===== src/rtl/pacman_pkg.sv =====
// Shared maze/sprite constants and enums for the ghost and Pac-Man sensing blocks.
package pacman_pkg;

  localparam int TILE_WIDTH  = 17;
  localparam int TILE_HEIGHT = 15;
  localparam int MAP_COLS    = 37;
  localparam int MAP_ROWS    = 32;
  localparam int SCREEN_W    = 640;
  localparam int SCREEN_H    = 480;
  localparam int SPRITE_SIZE = 16;

  // Probe order: two probes per side, just outside the sprite box.
  typedef enum logic [2:0] {
    UP_L, UP_R, DN_L, DN_R, LF_T, LF_B, RT_T, RT_B
  } probe_e;

  typedef enum logic [1:0] {
    S_IDLE, S_ISSUE, S_DRAIN, S_COMMIT
  } scan_state_e;

endpackage


===== src/rtl/ghost_probe_addr.sv =====
// Combinational probe generator: sprite snapshot + probe index -> tile address
// and an out-of-bounds flag. Shared with the Pac-Man wall sensor.
module ghost_probe_addr #(
  parameter int TILE_WIDTH  = pacman_pkg::TILE_WIDTH,
  parameter int TILE_HEIGHT = pacman_pkg::TILE_HEIGHT,
  parameter int MAP_COLS    = pacman_pkg::MAP_COLS,
  parameter int MAP_ROWS    = pacman_pkg::MAP_ROWS,
  parameter int ADDR_W      = 11,
  parameter int SPRITE_SIZE = pacman_pkg::SPRITE_SIZE,
  parameter int SCREEN_W    = pacman_pkg::SCREEN_W,
  parameter int SCREEN_H    = pacman_pkg::SCREEN_H
) (
  input  logic [9:0]         sx,
  input  logic [9:0]         sy,
  input  pacman_pkg::probe_e probe,
  output logic [ADDR_W-1:0]  addr,
  output logic               oob
);
  import pacman_pkg::*;

  localparam logic signed [10:0] NEAR = 11'sd0;
  localparam logic signed [10:0] BACK = -11'sd1;
  localparam logic signed [10:0] FAR  = 11'(SPRITE_SIZE - 1);
  localparam logic signed [10:0] OUT  = 11'(SPRITE_SIZE);

  logic signed [10:0] dx, dy, px, py;
  int px_i, py_i, tile_x, tile_y, addr_i;

  // Offset the snapshot to the selected probe pixel, then bound-check and index.
  always_comb begin
    dx = NEAR;
    dy = NEAR;
    case (probe)
      UP_L:    begin dx = NEAR; dy = BACK; end
      UP_R:    begin dx = FAR;  dy = BACK; end
      DN_L:    begin dx = NEAR; dy = OUT;  end
      DN_R:    begin dx = FAR;  dy = OUT;  end
      LF_T:    begin dx = BACK; dy = NEAR; end
      LF_B:    begin dx = BACK; dy = FAR;  end
      RT_T:    begin dx = OUT;  dy = NEAR; end
      RT_B:    begin dx = OUT;  dy = FAR;  end
      default: begin dx = NEAR; dy = NEAR; end
    endcase
    // 11-bit signed: sx+16 past 1023 wraps negative, which is still rejected.
    px = $signed({1'b0, sx}) + dx;
    py = $signed({1'b0, sy}) + dy;
    px_i = int'(px);
    py_i = int'(py);
    tile_x = px_i / TILE_WIDTH;
    tile_y = py_i / TILE_HEIGHT;
    oob = (px_i < 0) || (py_i < 0) ||
          (px_i > SCREEN_W - 1) || (py_i > SCREEN_H - 1) ||
          (tile_x >= MAP_COLS) || (tile_y >= MAP_ROWS);
    addr_i = tile_y * MAP_COLS + tile_x;
    addr = oob ? '0 : ADDR_W'(addr_i);
  end

endmodule


===== src/rtl/ghost_wall_probe.sv =====
// Once-per-frame ghost wall sensor: snapshots the ghost position, reads the
// eight edge probes from the map ROM and commits four blocked flags at once.
// Map port: map_addr/map_rd_en are presented for one cycle; map_wall is taken
// as the answer in the following cycle. Probes with rd_en low count as wall.
module ghost_wall_probe #(
  parameter int TILE_WIDTH  = pacman_pkg::TILE_WIDTH,
  parameter int TILE_HEIGHT = pacman_pkg::TILE_HEIGHT,
  parameter int MAP_COLS    = pacman_pkg::MAP_COLS,
  parameter int MAP_ROWS    = pacman_pkg::MAP_ROWS,
  parameter int ADDR_W      = 11,
  parameter int SPRITE_SIZE = pacman_pkg::SPRITE_SIZE
) (
  input  logic              clk,
  input  logic              reset,
  input  logic              start,
  input  logic [9:0]        ghost_x,
  input  logic [9:0]        ghost_y,
  output logic              map_rd_en,
  output logic [ADDR_W-1:0] map_addr,
  input  logic              map_wall,
  output logic              busy,
  output logic              done,
  output logic              ghost_up_wall,
  output logic              ghost_down_wall,
  output logic              ghost_left_wall,
  output logic              ghost_right_wall
);
  import pacman_pkg::*;

  scan_state_e       state;
  logic [2:0]        probe_idx;
  logic [9:0]        snap_x, snap_y;
  logic [7:0]        result;
  logic              rd_prev;
  logic              probe_bit;
  logic [9:0]        sel_x, sel_y;
  probe_e            sel_probe;
  logic [ADDR_W-1:0] next_addr;
  logic              next_oob;

  // Select the probe presented next cycle: probe 0 from live inputs on start,
  // otherwise the following probe from the snapshot.
  always_comb begin
    if (state == S_IDLE) begin
      sel_x     = ghost_x;
      sel_y     = ghost_y;
      sel_probe = UP_L;
    end else begin
      sel_x     = snap_x;
      sel_y     = snap_y;
      sel_probe = probe_e'(probe_idx + 3'd1);
    end
    probe_bit = rd_prev ? map_wall : 1'b1;
  end

  ghost_probe_addr #(
    .TILE_WIDTH (TILE_WIDTH),
    .TILE_HEIGHT(TILE_HEIGHT),
    .MAP_COLS   (MAP_COLS),
    .MAP_ROWS   (MAP_ROWS),
    .ADDR_W     (ADDR_W),
    .SPRITE_SIZE(SPRITE_SIZE),
    .SCREEN_W   (SCREEN_W),
    .SCREEN_H   (SCREEN_H)
  ) u_addr (
    .sx   (sel_x),
    .sy   (sel_y),
    .probe(sel_probe),
    .addr (next_addr),
    .oob  (next_oob)
  );

  // Scan FSM: issue 8 reads, drain the last answer, commit all flags together.
  always_ff @(posedge clk) begin
    if (reset) begin
      state            <= S_IDLE;
      probe_idx        <= '0;
      snap_x           <= '0;
      snap_y           <= '0;
      result           <= '0;
      rd_prev          <= 1'b0;
      map_rd_en        <= 1'b0;
      map_addr         <= '0;
      busy             <= 1'b0;
      done             <= 1'b0;
      ghost_up_wall    <= 1'b1;
      ghost_down_wall  <= 1'b1;
      ghost_left_wall  <= 1'b1;
      ghost_right_wall <= 1'b1;
    end else begin
      done    <= 1'b0;
      rd_prev <= map_rd_en;
      case (state)
        S_IDLE: begin
          if (start) begin
            snap_x    <= ghost_x;
            snap_y    <= ghost_y;
            probe_idx <= '0;
            busy      <= 1'b1;
            map_rd_en <= ~next_oob;
            map_addr  <= next_addr;
            state     <= S_ISSUE;
          end
        end
        S_ISSUE: begin
          // Answer for the previous probe arrives now; none yet for probe 0.
          if (probe_idx != 3'd0) result <= {probe_bit, result[7:1]};
          if (probe_idx == 3'd7) begin
            map_rd_en <= 1'b0;
            map_addr  <= '0;
            state     <= S_DRAIN;
          end else begin
            map_rd_en <= ~next_oob;
            map_addr  <= next_addr;
            probe_idx <= probe_idx + 3'd1;
          end
        end
        S_DRAIN: begin
          result <= {probe_bit, result[7:1]};
          state  <= S_COMMIT;
        end
        S_COMMIT: begin
          ghost_up_wall    <= result[0] | result[1];
          ghost_down_wall  <= result[2] | result[3];
          ghost_left_wall  <= result[4] | result[5];
          ghost_right_wall <= result[6] | result[7];
          done             <= 1'b1;
          busy             <= 1'b0;
          state            <= S_IDLE;
        end
        default: state <= S_IDLE;
      endcase
    end
  end

endmodule


===== config.mk =====
export PLATFORM = sky130hd
export DESIGN_NAME = ghost_wall_probe
export DESIGN_NICKNAME = d
export VERILOG_FILES = /design/src/rtl/pacman_pkg.sv /design/src/rtl/ghost_probe_addr.sv /design/src/rtl/ghost_wall_probe.sv
export SDC_FILE = /design/constraint.sdc
export NUM_CORES = 1
export LEC_CHECK = 0
export BUFFER_PORTS_ARGS = -buffer_cell sky130_fd_sc_hd__buf_2
export CORE_AREA = 8 8 127 129
export CTS_CLUSTER_SIZE = 12
export DETAILED_ROUTE_END_ITERATION = 10
export DIE_AREA = 0 0 135 137
export HOLD_SLACK_MARGIN = 0.05
export PLACE_DENSITY = 0.76
export SLEW_MARGIN = 20
export SYNTH_ARGS = -nofsm -noshare
export SYNTH_HDL_FRONTEND = slang
export SYNTH_SLANG_ARGS = --single-unit

===== constraint.sdc =====
create_clock -name clk -period 15.09 [get_ports clk]
set_input_delay 2.2635 -clock clk [delete_from_list [all_inputs] [get_ports clk]]
set_output_delay 2.2635 -clock clk [all_outputs]
set_load 0.03 [all_outputs]

=== Word-level counts from Yosys, hierarchy flattened ===
Memories as Yosys holds them, arrays and structs flattened.
Cells that the tools add are included.

* Flip-flop bits (word level): 52
* Latch bits: 0
* RAM bits: 0
* Memory bits (read-only): 176
* Input bits: 24
* Output and inout port bits: 18
* Logic and storage cells: 79
* Memories kept: 1

* Add/sub/neg operators: 4
* $mul: 1
* Divide/modulo/power cells: 2
* Order comparisons: 6
* Eq/ne operators: 8
* Shift operators: 0
* Multiplexer cells: 22
* Bitwise logic cells: 5
* Reductions and logical operators: 16

{| class="wikitable"
|+ Memories
! name !! words !! bits a word !! read ports !! clocked after Yosys merged registers in !! write ports !! line !! source
|-
| (no name shown) || 8 || 22 || 1 || 0 || 0 || ghost_probe_addr.sv:33 || <nowiki>case (probe)</nowiki>
|}

{| class="wikitable"
|+ Operators with widths
! operator !! count
|-
| 32-bit by 7-bit greater-or-equal comparator with 1-bit output (second input constant) || 2
|-
| 11-bit adder || 3
|-
| 11-bit 2-to-1 mux || 3
|-
| 32-bit by 5-bit divider with 32-bit output (second input constant) || 1
|-
| 32-bit by 6-bit divider with 32-bit output (second input constant) || 1
|-
| 32-bit by 7-bit multiplier with 11-bit output (second input constant) || 1
|-
| 11-bit by 1-bit < comparator with 1-bit output (second input constant) || 2
|-
| 11-bit case mux with 2 select lines || 1
|-
| 10-bit 2-to-1 mux || 2
|-
| 8-bit case mux with 2 select lines || 1
|-
| 11-bit by 10-bit greater-than comparator with 1-bit output (second input constant) || 1
|-
| 11-bit greater-than comparator (second input constant) || 1
|-
| 2-bit AND reduction || 5
|-
| 3-bit 2-to-1 mux || 3
|-
| 8-bit 2-to-1 mux || 1
|-
| 2-bit != test (second input constant) || 4
|-
| 2-bit case mux with 4 select lines || 1
|-
| 3-bit case mux with 2 select lines || 1
|-
| 2-bit nonzero test || 3
|-
| 1-bit logical OR || 5
|-
| 1-bit 2-to-1 mux || 5
|-
| 2-bit == test (second input constant) || 2
|-
| 2-bit 2-to-1 mux || 2
|-
| 1-bit bitwise OR || 4
|-
| other kinds (8) || 9
|}

=== Logic depth before layout (Yosys ltp) ===
An unclocked memory read counts as a cell.

* Depth after elaboration: 13
* Depth in mapped cells: 55

=== By module ===
A second synthesis with hierarchy kept.

* Cell total of the unflattened synthesis: 932
* Area, all modules: 7226.9 um^2

{| class="wikitable"
|+ By module, submodules not included
! module !! instances !! cells each !! area an instance (um^2)
|-
| ghost_probe_addr || 1 || 688 || 4972.3
|-
| ghost_wall_probe || 1 || 244 || 2254.7
|}

=== Worst setup path after synthesis ===
Ideal clock, no wire load.

* Path kind: in2reg
* From: input ghost_y[0]
* To: register map_addr[10]
* Arrival time: 11.496 ns
* Required time: 15.003 ns
* Slack: 3.507 ns
* Stages: 43
* Cell sequence: mux2_2 > ha_1 > fa_1 > a21o_1 > a21oi_1 > xor2_1 > or3_1 > o21ai_0 > a21oi_1 > a211o_1 > or4_4 > a32oi_1 > nor4_1 > a21oi_2 > mux2i_1 > nor2_1 > a21oi_1 > nor2_1 > [... 7 more ...] > a21oi_1 > o311ai_0 > ha_1 > ha_1 > inv_1 > fa_1 > inv_1 > ha_1 > a21o_1 > a21o_1 > a21o_1 > a21oi_1 > o21bai_1 > a21oi_1 > xnor2_1 > xnor2_1 > xnor2_1 > o31ai_1

* Cells in the longest elaborated chain, start to end: 11

{| class="wikitable"
|+ Ends and longest elaborated chain
! what !! line !! source
|-
| start: declaration || ghost_wall_probe.sv:17 || <nowiki>input logic [9:0] ghost_y,</nowiki>
|-
| 10-bit 2-to-1 mux (*) || ghost_wall_probe.sv:44 || <nowiki>if (state == S_IDLE) begin</nowiki>
|-
| 11-bit adder (*) || ghost_probe_addr.sv:46 || <nowiki>py = $signed({1'b0, sy}) + dy;</nowiki>
|-
| parallel branches: the longest is 6 deep, another holds 32-bit by 5-bit divider with 32-bit output || n/a ||
|-
| 11-bit 2-to-1 mux (*) || ghost_probe_addr.sv:55 || <nowiki>addr = oob ? '0 : ADDR_W'(addr_i);</nowiki>
|-
| 11-bit 2-to-1 mux (on tied branches) || ghost_wall_probe.sv:108, ghost_wall_probe.sv:95 ||
|-
| 11-bit case mux with 2 select lines (*) || ghost_wall_probe.sv:93 || <nowiki>case (state)</nowiki>
|-
| end signal: assignment || ghost_wall_probe.sv:101 || <nowiki>map_addr <= next_addr;</nowiki>
|-
| end signal: assignment || ghost_wall_probe.sv:114 || <nowiki>map_addr <= next_addr;</nowiki>
|-
| end: declaration || ghost_wall_probe.sv:19 || <nowiki>output logic [ADDR_W-1:0] map_addr,</nowiki>
|}

Mark *: on every way between the ends. The select of a mux whose other input is x is not followed.
A chain may end at the register's enable or synchronous reset.

=== Worst setup path in the final report ===
Same ends and word-level chain as after synthesis.

==> metrics <==
Slew Viols, Final=0; Reg-to-Reg End=map_addr[10]; outcome=completed; synthesized cell area=0.007597 mm²; non-filler cells, final=1220; post-cts resize count=0; vias=7743; Die H=137 µm; CTS tree=yes; Synth-to-Final Area Change=5.995%; Worst setup EP type=flip-flop; design area=0.008053 mm²; CTS root buf=clkbuf_16; Total Neg Setup Slack=0 ps; DR iter-0 viols=914; fmax=76.98 MHz; die area=0.01850 mm²; buffer count from post-CTS setup fixing=0; remaining antenna violation count=0; worst hold endpoint=map_addr[1]; Reg2Reg Depth=48; critical path's slowest cell=mux2i_1; Initial Util=53.49%; Primary FF master, synth=dfxtp_1; Via density=6.347; commonest non-fill, non-tap cell in the layout=nand2_1; Routed WL=20.15 mm; R2R setup slack=2180 ps; Placed Cells=1212; drt pass-1 iters=5; WS Path Type=primary input to flip-flop; Critical Path Max Stage Delay=770 ps; Hold Startpoint=map_addr[1]; YS warnings=0; clk buf depth=2; hpwl dp=15.72 mm; Max Cap Viol=0; Worst Setup Start Kind=primary input; CORE AREA=0.01420 mm²; Die Wd=135 µm; asr flop ratio synth=0%; Final #Nets=1136; syn_area_per_cell=7.478 µm²; most frequent cells in the layout=nand2_1, nor2_1, a21oi_1; input/output buffers=41; H-tree Lvls=2; crit path max fanout=13; routability cong.=0.9412; number of remaining DRC errors=0; worst hold path type=flip-flop to flip-flop; worst r2r src=probe_idx[0]; IO Pins=42; Antenna Cells=0; Overflow after GRT=0; final period utilization=86.09%; worst-margin pin slew=987.2 ps; Post-CTS Hold Buffers=0; Clock Latency Late Sink=310 ps; largest net degree at the start of global routing=43; vias in the first global route=6966; TritonCTS Buffers=5; Final WS setup=2099 ps; first-pass GRT wire length=33.61 mm; Finish-stage setup viols=0; hold path depth=2; Net Count, Synth=1117; # clock sinks=52; pre-CTS setup slack=1950 ps; critical path arrival=13210 ps; # rows=44; placed inst area=0.007903 mm²; Synth cell types=102; Final Hold Fails=0; register area share after synthesis=13.70%; Worst EP required=15310 ps; RSZ-0062 raised after global routing=false; gr usage total=21.55%; Slew HR=32.31%; share of layout cells above drive strength 1=12.55%; Worst-path clk slew=70 ps; fin crit period=12990 ps; EDFF count, synth=0; DR WL/cell=16.52 µm; clk_skew=9.747 ps; initial antenna violation count=0; Synth Instances=1016; #FFs+latches synth=52
kinds of logic (layout without fill, tap and decap cells):
family	count (synthesis)	count (layout)	share of synthesized area, %
AO/OA/AOI/OAI	309	309	29.40
XOR/XNOR	53	53	6.308
adder cells (fa/ha/maj)	78	78	14.20
buffers and inverters	100	120	5.418
flip-flops	52	52	13.70
multiplexers	42	42	6.011
AND/OR/NAND/NOR	382	382	24.97
cell usage after synthesis (4+ instances only):
master | instances | area share (%)
nand2_1 | 131 | 6.5
nor2_1 | 80 | 4.0
a21oi_1 | 74 | 4.9
inv_1 | 67 | 3.3
ha_1 | 63 | 10
dfxtp_1 | 52 | 14
xnor2_1 | 36 | 4.2
o21ai_0 | 32 | 2.1
nor3_1 | 31 | 2.0
nand3_1 | 25 | 1.6
mux2_2 | 22 | 3.3
a21o_1 | 20 | 2.0
and2_1 | 18 | 1.5
clkbuf_1 | 18 | 0.89
mux2i_1 | 18 | 2.4
a31oi_1 | 16 | 1.3
xor2_1 | 15 | 1.7
fa_1 | 14 | 3.7
a211oi_1 | 12 | 1.2
o21ai_1 | 12 | 0.79
o31ai_1 | 12 | 1.2
or3_1 | 12 | 0.99
or2_2 | 11 | 0.91
buf_2 | 10 | 0.66
nor4_1 | 10 | 0.82
o22ai_1 | 10 | 0.82
a211o_1 | 8 | 0.92
nand2b_1 | 8 | 0.66
nor2b_1 | 8 | 0.66
a22oi_1 | 7 | 0.69
and3_1 | 7 | 0.58
o211ai_1 | 7 | 0.69
nand3b_1 | 5 | 0.49
o211a_1 | 5 | 0.66
o21a_1 | 5 | 0.49
o221ai_1 | 5 | 0.58
a21boi_0 | 4 | 0.40
a21oi_2 | 4 | 0.46
a221oi_1 | 4 | 0.46
nand4_1 | 4 | 0.33
nor3b_1 | 4 | 0.40
o21bai_1 | 4 | 0.40
area by class of cell:
type / instances / area [µm²]
repair buffers: 45 / 235.2
well taps: 184 / 230.2
flip-flops and latches: 52 / 1041
clock inverters: 3 / 25.02
clock buffers: 5 / 125.1
multi-input cells: 864 / 6145
fillers: 1344 / 6151
inverters: 67 / 251.5
per-stage QoR:
step	util, %	hold WS, ps
floorplan	-	433.8
detailed placement	55.64	439.9
CTS	56.69	450.8
global route	56.69	468.6
finish	56.69	445.1
global placement	55.64	434.2
registers in the layout (all words and copies together), names as in the netlist, 2 cells and up:
register,count
result,8
state,2
snap_x,10
map_addr,11
snap_y,10
probe_idx,3
worst max-delay path by stage:
stage / startpoint / end / cells after the start
floorplan: ghost_y[0] / map_addr[10] / 43
global placement: ghost_y[0] / map_addr[10] / 44
detailed placement: ghost_y[0] / map_addr[10] / 44
CTS: ghost_y[0] / map_addr[10] / 44
global route: probe_idx[0] / map_addr[10] / 47
finish: ghost_y[0] / map_addr[10] / 44
worst max-delay path: cells and delay by family:
family,cells,cell delay [ps]
simple gates,7,1460
compound gates,19,4630
xor+xnor,4,740
mux,3,1440
buf+inv,3,190
fa+ha+maj,8,2530
layer usage:
layer	up-vias	global-route usage (%)	share of wire (%)
li1	3788	-	-
met1	3583	29.23	46
met2	336	34.97	46
met3	36	3.120	7.1
met4	0	5.552	1.6
met5	-	0	0
Power is not shown: default switching activity piles up to over one toggle a cycle in this logic, so the estimate is an artifact.
